==> config.mk <==
export PLATFORM = sky130hd
export DESIGN_NAME = boss_pattern_sequencer
export DESIGN_NICKNAME = d
export VERILOG_FILES = /design/src/rtl/stg_pkg.sv /design/src/rtl/step_ticker.sv /design/src/rtl/boss_pattern_sequencer.sv
export SDC_FILE = /design/constraint.sdc
export NUM_CORES = 1
export LEC_CHECK = 0
export ABC_AREA = 0
export CAP_MARGIN = 0
export CORE_MARGIN = 5
export CORE_UTILIZATION = 42
export CTS_CLUSTER_DIAMETER = 200
export CTS_CLUSTER_SIZE = 25
export DETAILED_ROUTE_END_ITERATION = 8
export MAX_ROUTING_LAYER = met4
export SKIP_LAST_GASP = 1
export SYNTH_ARGS = -nofsm -noshare
export SYNTH_HDL_FRONTEND = slang
export SYNTH_SLANG_ARGS = --single-unit
==> constraint.sdc <==
create_clock -name clk -period 5.3 [get_ports clk]
set_input_delay 0.795 -clock clk [delete_from_list [all_inputs] [get_ports clk]]
set_output_delay 0.795 -clock clk [all_outputs]
set_load 0.1 [all_outputs]
==> src/rtl/stg_pkg.sv <==
// Stage-wide constants shared by the enemy controllers:
// play-field size, coordinate width and boss phase codes.
package stg_pkg;

  localparam int COORD_W = 10;
  localparam int MAX_X   = 384;
  localparam int MAX_Y   = 448;

  typedef logic [COORD_W-1:0] coord_t;

  localparam logic [2:0] PH_ENTER  = 3'd0;
  localparam logic [2:0] PH_HOVER  = 3'd1;
  localparam logic [2:0] PH_ATTACK = 3'd2;
  localparam logic [2:0] PH_MOVE   = 3'd3;
  localparam logic [2:0] PH_DEAD   = 3'd4;

endpackage

==> src/rtl/step_ticker.sv <==
// Free-running step divider with hold enable; emits a
// one-cycle tick on the cycle the count wraps.
module step_ticker #(
  parameter int unsigned DIV = 5000000,
  parameter int unsigned W   = 26
) (
  input  logic clk,
  input  logic reset,
  input  logic en_i,
  output logic tick_o
);

  logic [W-1:0] cnt_q, cnt_d;
  logic         wrap;

  assign wrap   = (cnt_q == W'(DIV - 1));
  assign tick_o = en_i & wrap;

  always_comb begin
    cnt_d = cnt_q;
    if (en_i)
      cnt_d = wrap ? '0 : cnt_q + 1'b1;
  end

  always_ff @(posedge clk or posedge reset) begin
    if (reset) cnt_q <= '0;
    else       cnt_q <= cnt_d;
  end

endmodule

==> src/rtl/boss_pattern_sequencer.sv <==
// Boss controller: entry/hover/attack/move sequencing,
// HP tracking and fire req/ack handshake to the spawner.
module boss_pattern_sequencer
  import stg_pkg::*;
#(
  parameter int unsigned STEP_DIV    = 5000000,
  parameter int unsigned X_HOME      = 192,
  parameter int unsigned Y_START     = 0,
  parameter int unsigned Y_HOME      = 100,
  parameter int unsigned X_MIN       = 64,
  parameter int unsigned X_MAX       = 320,
  parameter int unsigned HOVER_STEPS = 40,
  parameter int unsigned BURST_LEN   = 4,
  parameter int unsigned SHOT_GAP    = 8,
  parameter int unsigned HP_INIT     = 200
) (
  input  logic               clk,
  input  logic               reset,
  input  logic               freeze,
  input  logic               hit,
  input  logic               fire_ack,
  output logic [COORD_W-1:0] boss_x,
  output logic [COORD_W-1:0] boss_y,
  output logic               boss_active,
  output logic [7:0]         hp,
  output logic [2:0]         phase,
  output logic               fire_req,
  output logic [1:0]         fire_pattern,
  output logic               boss_dead
);

  localparam coord_t XHOME = coord_t'(X_HOME);
  localparam coord_t YSTRT = coord_t'(Y_START);
  localparam coord_t YHOME = coord_t'(Y_HOME);
  localparam coord_t XMIN  = coord_t'(X_MIN);
  localparam coord_t XMAX  = coord_t'(X_MAX);

  coord_t      x_q, x_d, y_q, y_d, x_nx;
  logic [7:0]  hp_q, hp_d, burst_q, burst_d;
  logic [2:0]  ph_q, ph_d;
  logic [15:0] wait_q, wait_d, gap_q, gap_d;
  logic [1:0]  pat_q, pat_d;
  logic        req_q, req_d, dead_q, dead_d;
  logic        act_q, act_d, dir_q, dir_d;
  logic        tick, alive;

  step_ticker #(.DIV(STEP_DIV), .W(26)) u_tick (
    .clk    (clk),
    .reset  (reset),
    .en_i   (~freeze),
    .tick_o (tick)
  );

  assign alive = (ph_q == PH_HOVER) | (ph_q == PH_ATTACK)
               | (ph_q == PH_MOVE);

  always_comb begin
    if (dir_q) x_nx = (x_q >= XMAX) ? XMAX : x_q + 1'b1;
    else       x_nx = (x_q <= XMIN) ? XMIN : x_q - 1'b1;
  end

  always_comb begin
    x_d = x_q; y_d = y_q; hp_d = hp_q; ph_d = ph_q;
    wait_d = wait_q; gap_d = gap_q; burst_d = burst_q;
    pat_d = pat_q; req_d = req_q; dead_d = dead_q;
    act_d = act_q; dir_d = dir_q;
    if (!freeze) begin
      unique case (ph_q)
        PH_ENTER: if (tick) begin
          y_d = y_q + 1'b1;
          if (y_q + 1'b1 == YHOME) begin
            ph_d   = PH_HOVER;
            wait_d = '0;
          end
        end
        PH_HOVER: if (tick) begin
          if (wait_q == 16'(HOVER_STEPS - 1)) begin
            ph_d    = PH_ATTACK;
            burst_d = '0;
            gap_d   = '0;
          end else begin
            wait_d = wait_q + 1'b1;
          end
        end
        PH_ATTACK: begin
          if (req_q) begin
            if (fire_ack) begin
              req_d   = 1'b0;
              burst_d = burst_q + 1'b1;
              gap_d   = 16'(SHOT_GAP);
              if (burst_q + 1'b1 == 8'(BURST_LEN))
                ph_d = PH_MOVE;
            end
          end else if (gap_q != '0) begin
            if (tick) gap_d = gap_q - 1'b1;
          end else begin
            req_d = 1'b1;
            pat_d = burst_q[1:0];
          end
        end
        PH_MOVE: if (tick) begin
          x_d = x_nx;
          if ((dir_q && x_nx == XMAX) || (!dir_q && x_nx == XMIN)) begin
            dir_d  = ~dir_q;
            ph_d   = PH_HOVER;
            wait_d = '0;
          end
        end
        default: ;
      endcase
      // A kill overrides any movement or shot accounting this cycle
      if (alive && hit) begin
        hp_d = (hp_q == 8'd0) ? 8'd0 : hp_q - 8'd1;
        if (hp_q <= 8'd1) begin
          ph_d    = PH_DEAD;
          req_d   = 1'b0;
          dead_d  = 1'b1;
          act_d   = 1'b0;
          burst_d = burst_q;
          x_d     = x_q;
        end
      end
    end
  end

  always_ff @(posedge clk or posedge reset) begin
    if (reset) begin
      x_q     <= XHOME;
      y_q     <= YSTRT;
      hp_q    <= 8'(HP_INIT);
      ph_q    <= PH_ENTER;
      wait_q  <= '0;
      gap_q   <= '0;
      burst_q <= '0;
      pat_q   <= '0;
      req_q   <= 1'b0;
      dead_q  <= 1'b0;
      act_q   <= 1'b1;
      dir_q   <= 1'b1;
    end else begin
      x_q     <= x_d;
      y_q     <= y_d;
      hp_q    <= hp_d;
      ph_q    <= ph_d;
      wait_q  <= wait_d;
      gap_q   <= gap_d;
      burst_q <= burst_d;
      pat_q   <= pat_d;
      req_q   <= req_d;
      dead_q  <= dead_d;
      act_q   <= act_d;
      dir_q   <= dir_d;
    end
  end

  assign boss_x       = x_q;
  assign boss_y       = y_q;
  assign hp           = hp_q;
  assign phase        = ph_q;
  assign fire_req     = req_q;
  assign fire_pattern = pat_q;
  assign boss_dead    = dead_q;
  assign boss_active  = act_q;

endmodule

==> results.py <==
metrics = {
    "grt": {
        "grt_max_degree": 60,
        "grt_util_all_layers_pct": 18.5,
        "overflow": 0,
        "antenna_found_initial": 0,
        "grt_pass1_vias": 4981,
        "grt_pass1_wl_um": 24600,
    },
    "yosys": {
        "avgSynthCellArea_um2": 8.96,
        "synth-seq-cells": 103,
        "ys.flop_type": "dfrtp_1",
        "syn-num-nets": 692,
        "syn_area_mm2": 0.00607,
        "synth_cell_types": 72,
        "synth_area_leaders": "dfrtp_1 (40%), nor2_1 (4.3%), nand3_1 (3.9%)",
        "syn_inst": 677,
        "yosysSeqAreaShare_pct": 42.6,
        "ys.warnings.count": 0,
        "async_flop_share_pct": 100,
        "synth_edf_count": 0,
        "yosys.area.top_type_share_pct": 39.6,
        "yosysTopAreaCell": "dfrtp_1",
    },
    "setup_path": {
        "path_cells": "clkinv_1 > ha_1 > or3b_1 > nor3_2 > o311ai_1 > a2111oi_0 > nor4b_2 > o21bai_2 > a211o_1",
        "worstPathMaxFanout": 16,
        "worstSetupPathType": "register to register",
        "cp-start-kind": "register",
        "slowest_stage": "a2111oi_0",
        "worst-path-buf-inv": 1,
        "end_kind": "register",
        "critical_path.max_stage_delay_ns": 0.51,
        "required_ns": 5.54,
        "crit_family": "compound AO/OA/AOI/OAI gates",
        "arrival_ns": 3.92,
    },
    "timing": {
        "setup_viol": 0,
        "final.period_utilization_pct": 69.6,
        "fin_skew_ns": 0.00646,
        "slew_violations": 0,
        "tns_ns": 0,
        "finalCriticalPeriod_ns": 3.69,
        "hold_violations": 0,
        "slew_headroom_pct": 32.0,
        "tightest_slew_ns": 1.02,
        "clock.fmax_ghz": 0.271,
        "rsz0062_at_grt": "false",
    },
    "cts": {
        "clkTransAtPathRegs_ns": 0.07,
        "clock_sinks": 103,
        "cts_setup_buffers": 0,
        "cts_root_buf": "clkbuf_16",
        "cts_resized": 0,
        "htreeDepth": 3,
        "cts_tree": "yes",
        "cts_made_buffers": 9,
        "clockBufferDepth": 2,
        "ctsHoldBuffers": 0,
        "insertion_delay_ns": 0.35,
    },
    "floorplanning": {
        "fp.dieW_um": 130,
        "io_pins": 41,
        "rows": 44,
        "start_util_pct": 42.2,
        "die_area_mm2": 0.0169,
        "fp.dieH_um": 130,
        "core_mm2": 0.0144,
    },
    "status": {
        "status": "finished, final reports clean",
    },
    "cells_and_area": {
        "post-route-util_pct": 47.9,
        "diodes": 0,
        "final_nets": 712,
        "final_cell_mix": "dfrtp_1 (96), nor2_1 (70), nand2_1 (57)",
        "syn_to_final_growth_pct": 13.5,
        "drive_gt1_share_pct": 7.55,
        "final_common_cell": "dfrtp_1",
    },
    "detailed_routing": {
        "wl_per_cell_um": 16.4,
        "dr.pass1.iters": 5,
        "drcViolationCount": 0,
        "antenna_left": 0,
        "vias_per_cell": 5.87,
        "vias": 5205,
        "wl_um": 14500,
        "drt_iter0_markers": 520,
    },
    "hold_path": {
        "hp-class": "register to register",
    },
    "power": {
        "vdd_drop_max_mv": 0.139,
        "power.leakage_nw": 2.83,
        "cellPowerDensity_mw_per_mm2": 232,
    },
    "place": {
        "numPortBuffers": 40,
        "routabilityCongestion": 0.926,
        "dp_hpwl_um": 9940,
    },
    "job": {
        "maxCapViolCount": 0,
    },
}
-- cell type report --
type | count | area [µm²]
Timing Repair Buffer | 44 | 430
Multi-Input combinational cell | 521 | 3270
Inverter | 18 | 70.1
Tap cell | 184 | 230
Fill cell | 1360 | 7480
Clock buffer | 12 | 246
Clock inverter | 4 | 53.8
Sequential cell | 103 | 2590
-- worst paths after layout --
| check | startpoint | to | slack (ns) | cells past startpoint |
|---|---|---|---|---|
| setup / recovery | boss_x[0] | wait_q[15] | 1.61 | 9 |
| setup reg to reg | boss_x[0] | wait_q[15] | 1.61 | 9 |
| min in group asynchronous | reset | boss_y[7] | 0.92 | 2 |
| max in group asynchronous | reset | fire_req | 3.31 | 3 |
| hold / removal | boss_dead | boss_dead | 0.47 | 1 |
| hold reg to reg | boss_dead | boss_dead | 0.47 | 1 |
-- per-stage QoR --
stage | power (W) | hold slack (ns) | cells | instance area (µm²) | setup WS [ns]
6_report | 0.00160 | 0.472 | 886 | 6890 | 1.61
5_1_grt | 0.00168 | 0.500 | 886 | 6890 | 1.36
4_1_cts | 0.00163 | 0.481 | 886 | 6890 | 1.64
3_5_place_dp | 0.000932 | 0.463 | 870 | 6590 | 1.63
3_3_place_gp | 0.000930 | 0.455 | 870 | 6590 | 1.81
2_1_floorplan | 0.000906 | 0.447 | 677 | 6070 | 1.66
-- cell families (layout without fill, tap and decap cells) --
| logic type | after synthesis | in the layout | synth area share [%] |
|---|---|---|---|
| AOI/OAI and AO/OA | 139 | 139 | 15.5 |
| adders and majority gates | 10 | 10 | 2.06 |
| DFF | 103 | 103 | 42.6 |
| muxes | 9 | 9 | 1.65 |
| buffers and inverters | 53 | 78 | 3.46 |
| and+or+nand+nor | 319 | 319 | 28.4 |
| xor gates and xnor gates | 44 | 44 | 6.35 |
-- worst register-to-register path, cell delays in order, from the launching register on --
cell	delay, ns
dfrtp_1	0.49
clkinv_1	0.20
ha_1	0.33
or3b_1	0.43
nor3_2	0.33
o311ai_1	0.16
a2111oi_0	0.51
nor4b_2	0.45
o21bai_2	0.31
a211o_1	0.36
-- synth_stat cells, types with 8 or more instances --
library cell  number
inv_1             17
clkbuf_1          24
xor2_1            24
a21oi_1           18
o21ai_1           12
mux2_2             8
buf_2              9
nand3_1           47
xnor2_1           20
nand4_1           10
o21ai_0           30
nand2b_1          10
or3_1              9
and3_1            17
nand2_1           57
a21o_1            13
ha_1              10
dfrtp_1           96
nor4_1            13
nor2_1            70
nor3_1            24
nor2b_1            8
o31ai_1           14
-- per-layer routing --
layer,vias up,track usage [%],part of all wire [%]
li1,2506,-,-
met1,2544,25.6,48
met2,141,26.7,46
met3,14,3.56,5.0
met4,0,7.52,1.3
met5,-,-,0
-- flip-flops by register name, indices dropped and copies added, names as in the netlist --
register and count:
u_tick.cnt_q 26, boss_x 10, boss_active 1, burst_q 8, wait_q 16, hp 8
fire_pattern 2, boss_dead 1, boss_y 10, dir_q 1, gap_q 16, fire_req 1
phase 3
-- power breakdown --
group          internal (W)  total [W]  switching [W]  leakage (nW)
Sequential         0.000808   0.000837      0.0000297          1.32
Combinational     0.0000310  0.0000782      0.0000472          1.38
Clock              0.000382   0.000684       0.000302         0.139
Total               0.00122    0.00160       0.000379          2.83
(Power assumes the default switching activity.)
